===== src/rtl/addsub_checker_8bit.sv =====
// Response checker for an 8-bit adder/subtractor: recomputes each vector's
// sum/difference and carry, compares against the unit, and keeps pass/fail statistics.
module addsub_checker_8bit #(
  parameter int unsigned WIDTH = 8,
  parameter int unsigned CNT_W = 8
) (
  input  logic             clk,
  input  logic             rst,
  input  logic             in_valid,
  output logic             in_ready,
  input  logic [WIDTH-1:0] a,
  input  logic [WIDTH-1:0] b,
  input  logic             sel,
  input  logic [WIDTH-1:0] s,
  input  logic             cout,
  input  logic             done,
  input  logic             clr,
  output logic [CNT_W-1:0] pass_cnt,
  output logic [CNT_W-1:0] fail_cnt,
  output logic             err,
  output logic [CNT_W-1:0] first_fail_idx,
  output logic [WIDTH-1:0] exp_s,
  output logic             exp_cout,
  output logic             status_valid
);

  localparam logic [CNT_W-1:0] CNT_MAX = '1;

  typedef enum logic [1:0] {
    RUN    = 2'd0,
    DRAIN  = 2'd1,
    REPORT = 2'd2
  } state_t;

  state_t state, next_state;

  logic [WIDTH-1:0] cap_a, cap_b, cap_s;
  logic             cap_sel, cap_cout, cap_valid;
  logic [CNT_W-1:0] cap_idx, vec_idx;

  logic             handshake;
  logic             do_clear;
  logic [WIDTH-1:0] b_op;
  logic [WIDTH:0]   exp_sum;
  logic             match;

  always_ff @(posedge clk) begin
    if (rst) state <= RUN;
    else     state <= next_state;
  end

  always_comb begin
    next_state = state;
    handshake  = 1'b0;
    do_clear   = 1'b0;
    case (state)
      RUN: begin
        handshake = in_valid & in_ready;
        if (done) next_state = DRAIN;
      end
      DRAIN:   next_state = REPORT;
      REPORT: begin
        if (clr) begin
          do_clear   = 1'b1;
          next_state = RUN;
        end
      end
      default: next_state = RUN;
    endcase
  end

  // Subtraction as a + ~b + 1 so the carry out means "no borrow" (a >= b).
  always_comb begin
    b_op    = cap_sel ? ~cap_b : cap_b;
    exp_sum = {1'b0, cap_a} + {1'b0, b_op} + (WIDTH+1)'(cap_sel);
    match   = (exp_sum[WIDTH-1:0] == cap_s) && (exp_sum[WIDTH] == cap_cout);
  end

  always_ff @(posedge clk) begin
    if (rst) begin
      in_ready       <= 1'b0;
      status_valid   <= 1'b0;
      cap_valid      <= 1'b0;
      cap_a          <= '0;
      cap_b          <= '0;
      cap_s          <= '0;
      cap_sel        <= 1'b0;
      cap_cout       <= 1'b0;
      cap_idx        <= '0;
      vec_idx        <= '0;
      pass_cnt       <= '0;
      fail_cnt       <= '0;
      err            <= 1'b0;
      first_fail_idx <= '0;
      exp_s          <= '0;
      exp_cout       <= 1'b0;
    end else begin
      in_ready     <= (next_state == RUN);
      status_valid <= (state == REPORT) && (next_state == REPORT);
      cap_valid    <= handshake;

      if (handshake) begin
        cap_a    <= a;
        cap_b    <= b;
        cap_s    <= s;
        cap_sel  <= sel;
        cap_cout <= cout;
        cap_idx  <= vec_idx;
        if (vec_idx != CNT_MAX) vec_idx <= vec_idx + CNT_W'(1);
      end

      // Compare the vector captured on the previous edge.
      if (cap_valid) begin
        exp_s    <= exp_sum[WIDTH-1:0];
        exp_cout <= exp_sum[WIDTH];
        if (match) begin
          if (pass_cnt != CNT_MAX) pass_cnt <= pass_cnt + CNT_W'(1);
        end else begin
          if (fail_cnt != CNT_MAX) fail_cnt <= fail_cnt + CNT_W'(1);
          if (!err) first_fail_idx <= cap_idx;
          err <= 1'b1;
        end
      end

      if (do_clear) begin
        pass_cnt       <= '0;
        fail_cnt       <= '0;
        err            <= 1'b0;
        first_fail_idx <= '0;
        vec_idx        <= '0;
      end
    end
  end

endmodule


===== config.mk =====
export PLATFORM = sky130hd
export DESIGN_NAME = addsub_checker_8bit
export DESIGN_NICKNAME = d
export VERILOG_FILES = /design/src/rtl/addsub_checker_8bit.sv
export SDC_FILE = /design/constraint.sdc
export NUM_CORES = 1
export LEC_CHECK = 0
export BUFFER_PORTS_ARGS = -buffer_cell sky130_fd_sc_hd__buf_4
export CORE_MARGIN = 2
export CORE_UTILIZATION = 40
export DETAILED_ROUTE_END_ITERATION = 16
export GPL_ROUTABILITY_DRIVEN = 0
export PLACE_DENSITY = 0.68
export SYNTH_ARGS = -nofsm -noshare
export SYNTH_HDL_FRONTEND = slang
export SYNTH_SLANG_ARGS = --single-unit

===== constraint.sdc =====
create_clock -name clk -period 2.8 [get_ports clk]
set_input_delay 0.14 -clock clk [delete_from_list [all_inputs] [get_ports clk]]
set_output_delay 0.14 -clock clk [all_outputs]
set_load 0.02 [all_outputs]

## After elaboration in Yosys (flattened, before gate mapping)

Cells that the tools add are included.
W data, S select, Z words.

- Register bits: 81
- Bits of input ports: 31

- Bitwise operators: 4
- Equal/unequal tests: 8
- Add/subtract/negate cells: 5
- Reductions and logical operators: 10
- Mux-type cells: 7

Operator list:

| operator | count |
|---|---|
| $add A8 B1 Y8 const B | 3 |
| $ne A8 B8 Y1 const B | 3 |
| $add A8 B8 Y9 | 1 |
| $add A9 B1 Y9 | 1 |
| $reduce_and A3 Y1 | 3 |
| $eq A8 B8 Y1 | 1 |
| $mux W8 | 1 |
| $not A8 Y8 | 1 |
| $pmux W2 S3 | 1 |
| $eq A2 B2 Y1 const B | 2 |
| $logic_not A2 Y1 | 2 |
| $mux W2 | 2 |
| $reduce_and A2 Y1 | 2 |
| $mux W1 | 3 |
| $eq A2 B1 Y1 const B | 1 |
| $logic_and A1 B1 Y1 | 2 |
| $not A1 Y1 | 2 |
| $reduce_or A2 Y1 | 1 |
| $and A1 B1 Y1 | 1 |
| $eq A1 B1 Y1 | 1 |

## Logic depth before layout (Yosys ltp)

- Depth in word-level cells: 8
- Gate-level depth with buffers: 13

## Least setup slack after synthesis

Ideal clock, no wire load.

- Path type: register -> register
- Start: register cap_sel
- End: register fail_cnt[2]
- Slack: -0.099 ns
- Buffers on the path: 3
- Arrival: 2.783 ns
- Data required time: 2.684 ns
- Cell stages (with the launch flop): 14
- Library setup time: 0.116 ns
- Cells stage by stage: dfxtp_1 > buf_2 > mux2i_2 > inv_1 > fa_1 > and3_1 > nor2_1 > xnor3_1 > nor4_4 > and3_1 > buf_4 > nor2_2 > buf_6 > a41o_1

- Cells in the longest elaborated chain, start to end: 7
- Elaborated cells on any way between the ends: 8
- Those cells by class: add/sub (2); eq/ne (2); mux (1); bitwise (1); reduce/logical (2)

RTL lines:

| what | line | RTL |
|---|---|---|
| start, declared | 38 | `logic cap_sel, cap_cout, cap_valid;` |
| start signal, assigned | 106 | `cap_sel <= sel;` |
| $mux W8 | 74 | `b_op = cap_sel ? ~cap_b : cap_b;` |
| $add A8 B8 Y9 | 75 | `exp_sum = {1'b0, cap_a} + {1'b0, b_op} + (WIDTH+1)'(cap_sel);` |
| $add A9 B1 Y9 * | 75 |  |
| $eq A8 B8 Y1 / $eq A1 B1 Y1 (equally long branches) | 76 | `match = (exp_sum[WIDTH-1:0] == cap_s) && (exp_sum[WIDTH] == cap_cout);` |
| $logic_and A1 B1 Y1 * | 76 |  |
| $not A1 Y1 (no line) * | n/a |  |
| $reduce_and A3 Y1 (no line) * | n/a |  |
| end signal, assigned | 119 | `if (fail_cnt != CNT_MAX) fail_cnt <= fail_cnt + CNT_W'(1);` |
| end, declared | 19 | `output logic [CNT_W-1:0] fail_cnt,` |

Mark *: on every way between the ends. The rest lies on a longest branch, timed or not.
A chain may end at the register's enable or synchronous reset.

## Worst setup path in the final report

- Start: register cap_sel
- End: register pass_cnt[6]

- Cells in the longest elaborated chain, start to end: 6
- Elaborated cells on any way between the ends: 7
- Those cells by class: add/sub (2); eq/ne (2); mux (1); reduce/logical (2)

RTL lines:

| what | line | RTL |
|---|---|---|
| $mux W8 | 74 |  |
| $add A8 B8 Y9 | 75 |  |
| $add A9 B1 Y9 * | 75 |  |
| $eq A8 B8 Y1 / $eq A1 B1 Y1 (equally long branches) | 76 |  |
| $logic_and A1 B1 Y1 * | 76 |  |
| $reduce_and A3 Y1 (no line) * | n/a |  |
| end signal, assigned | 117 | `if (pass_cnt != CNT_MAX) pass_cnt <= pass_cnt + CNT_W'(1);` |
| end, declared | 18 | `output logic [CNT_W-1:0] pass_cnt,` |

Marked as above.

==> impl_results.md <==
* Reg2reg start: cap_sel$_SDFFE_PP0P_
* Clk slew on worst S/H paths at 0.10 ns
* Worst Setup SP: cap_sel$_SDFFE_PP0P_
* Pre-Repair DR Iteration Count at 5
* Die Height at 104 um
* Syn Area/Cell at 8.38 um2
* Cells after Synth at 474
* Core Area at 9680 um2
* Final Hold Viols at 0
* Flop2flop setup slack at 0.03 ns
* Commonest cells after routing, fill and taps aside: 103 x nand2_1, 87 x buf_4, 79 x dfxtp_1
* DRT iter0 DRCs at 224
* Htree depth at 3
* Sequential area share after synthesis at 40.8%
* Share of layout cells above drive strength 1 at 26.7%
* Worst Path Required at 3.06 ns
* Initial Util at 41.0%
* Largest net degree at the start of global routing at 50
* Number of antenna violations at the first check in global routing at 0
* Post-layout min period at 2.77 ns
* Sequential share of power at 48.2%
* Hold Crit Depth at 3
* Cell taking the most area after synthesis: dfxtp_1
* Area fraction of the dominant cell type after synthesis at 40.8%
* Post-Syn Area at 3970 um2
* Worst setup margin at 0.0320 ns
* Max-cap check violation count at 0
* Total gr overflow at 0
* CP Launch Type: flip-flop
* Die area at 10700 um2
* Crit path max fanout at 7
* Synth unique cells at 54
* First-pass GRT wire length at 15600 um
* Port Buf Inserts at 66
* Worst R2R End: pass_cnt[6]$_SDFFE_PP0P_
* Gr usage total at 17.4%
* Commonest non-fill, non-tap cell in the layout: nand2_1
* Final critical-path share of the clock period at 98.9%
* CP Capture Type: flip-flop
* Flops & latches, synth at 81
* Final setup fails at 0
* Max frequency at 361 MHz
* RSZ-0062 raised after global routing: true
* Drc violations at 0
* Nets at 597
* Clk_skew at 0.0131 ns
* Vias in the first global route at 3328
* CTS Buf Count at 9
* Clock root cell: clkbuf_8
* Slew @ Worst Pin at 0.919 ns
* Reg2reg path depth at 11
* Antenna Cells at 0
* Max IR drop VDD at 0.250 mV
* I/O pin cnt at 67
* Detailed Place HPWL at 6580 um
* Relative slew slack at 38.5%
* Cell internal pwr at 1.72 mW
* Critical Path AT at 3.02 ns
* Routed via count at 3613
* Latest clock arrival within the worst-skew pair at 0.36 ns
* Total power at 2.46 mW
* Worst Setup EP: pass_cnt[6]$_SDFFE_PP0P_
* YS warnings at 0
* TritonCTS clock tree: done
* Vias per cell at 5.23
* Switching part of the total at 30.3%
* Async S/R FF share, synth at 0%
* CP max-delay cell: dfxtp_4
* Area grow syn2layout at 28.4%
* Die width at 104 um
* Status: completed
* PwrDens at 483 nW/um2
* Clock share of power at 34.0%
* Antenna Nets Post-Route at 0
* Max Slew Vio Count at 0
* Combinational power share at 17.7%
* CP Cell Sequence: xor2_1, ha_1, buf_6, nand4_1, o22ai_1, mux2_2, o211a_4, and3_4, buf_4, a31o_2, o311a_1
* Worst Hold Class: input pin to flip-flop
* Routed len/inst at 13.7 um
* Synth top area cells: dfxtp_1 41%, nand2_1 9.9%, a21oi_1 7.7%
* Hold_buf cts at 0
* CP max stage delay at 0.39 ns
* Clock sink total at 81
* Std cell rows at 36
* Total Routed Length at 9470 um
* CTS Buffer Depth at 2
* Switching pwr at 0.746 mW
* WS Path Type: flip-flop to flip-flop
* Hold Crit Start: cout
* Pre-CTS WS at -0.0565 ns
* Leak pwr at 2.14 nW
* Mapped Nets at 518
* EDFF count, synth at 0
* Most used DFF post-synth: dfxtp_1
metal layers:
layer	part of all wire (%)	up-vias	track usage (%)
li1	-	1836	-
met1	48	1689	24.5
met2	47	80	26.7
met3	3.7	8	3.46
met4	1.0	0	5.89
met5	0	-	0
flip-flops by register name, summed over array words and instances, names as in the netlist, 2 cells and up:
signal,flops
first_fail_idx,8
vec_idx,8
cap_a,8
cap_b,8
cap_s,8
cap_idx,8
fail_cnt,8
state,2
exp_s,8
pass_cnt,8
Yosys cell counts (2+ instances only):
master     number
clkbuf_1       18
a21o_1          4
a41o_1          9
a311oi_1        2
mux2i_1        10
o211ai_1        5
xnor2_1         7
o211a_1         2
buf_2           3
nand2b_1        2
o21a_1          4
a211oi_1        2
xnor3_1         2
buf_6           2
nor2_1         31
inv_1           8
a21oi_1        61
o21ai_0         9
nand2_1       105
nor4b_1         2
xor2_1         15
dfxtp_1        81
nand4b_1        2
o2111ai_1       2
and3_1         10
nor2b_1         3
nor3_1          6
or3_1           5
ha_1           12
and2_1          4
nand3_1        11
nand4_1        10
a31o_2          4
worst min-delay path by stage:
| stage | endpoint | slack [ns] |
|---|---|---|
| final | cap_cout$_SDFFE_PP0P_ | 0.02 |
| after global routing | cap_b[7]$_SDFFE_PP0P_ | 0.01 |
| after CTS | cap_b[6]$_SDFFE_PP0P_ | 0.009 |
| after detailed placement | cap_s[6]$_SDFFE_PP0P_ | 0.40 |
| after global placement | cap_b[6]$_SDFFE_PP0P_ | 0.39 |
| after floorplan | state[1]$_SDFF_PP0_ | 0.22 |
metrics by stage:
stage	hold WS (ns)	setup TNS, ns	utilization, %	std cells	instance area [um2]
final	0.0197	0	52.7	691	5100
after global routing	0.0107	-1.79	52.7	691	5100
after CTS	0.00943	0	50.4	685	4880
after detailed placement	0.396	-0.451	48.4	669	4680
after global placement	0.389	-0.00119	48.4	669	4680
after floorplan	0.220	0	-	474	3980
what timing repair did:
item                                    in CTS  in global routing
gates resized for setup                      1                 41
gates cloned                                 0                  2
pin swaps                                    0                 24
endpoints found under the setup margin      16                 24
buffers inserted                             0                  4
critical path, delay by kind of cell (launching register included):
kind	cells	cell delay (ns)
DFF	1	0.39
buffers and inverters	2	0.27
xor gates and xnor gates	1	0.17
AOI/OAI and AO/OA	4	0.80
adders and majority gates	1	0.31
and+or+nand+nor	2	0.32
muxes	1	0.39
power groups by stage:
stage          combinational (mW)  sequential [mW]  clock [mW]
6_report                    0.437             1.19       0.839
5_1_grt                     0.474             1.19       0.909
4_1_cts                     0.339             1.19       0.857
3_5_place_dp                0.337             1.22           0
3_3_place_gp                0.331             1.21           0
2_1_floorplan               0.224             1.22           0
area by class of cell:
type / instances / area (um2)
clock buffers: 9 / 124
clock inverters: 7 / 68.8
fillers: 915 / 4580
inverters: 9 / 33.8
multi-input cells: 360 / 2370
flip-flops and latches: 81 / 1630
well taps: 133 / 166
repair buffers: 92 / 709
logic make-up (layout without fill, tap and decap cells):
group / after synthesis / after routing / share of synthesized area [%]
and+or+nand+nor: 197 / 198 / 22.8
AOI/OAI and AO/OA: 112 / 112 / 18.5
DFF: 81 / 81 / 40.8
buffers and inverters: 34 / 117 / 3.78
xor gates and xnor gates: 25 / 25 / 6.58
adders and majority gates: 13 / 13 / 4.28
muxes: 12 / 12 / 3.15
No activity file was read; power rests on OpenSTA's default activity.
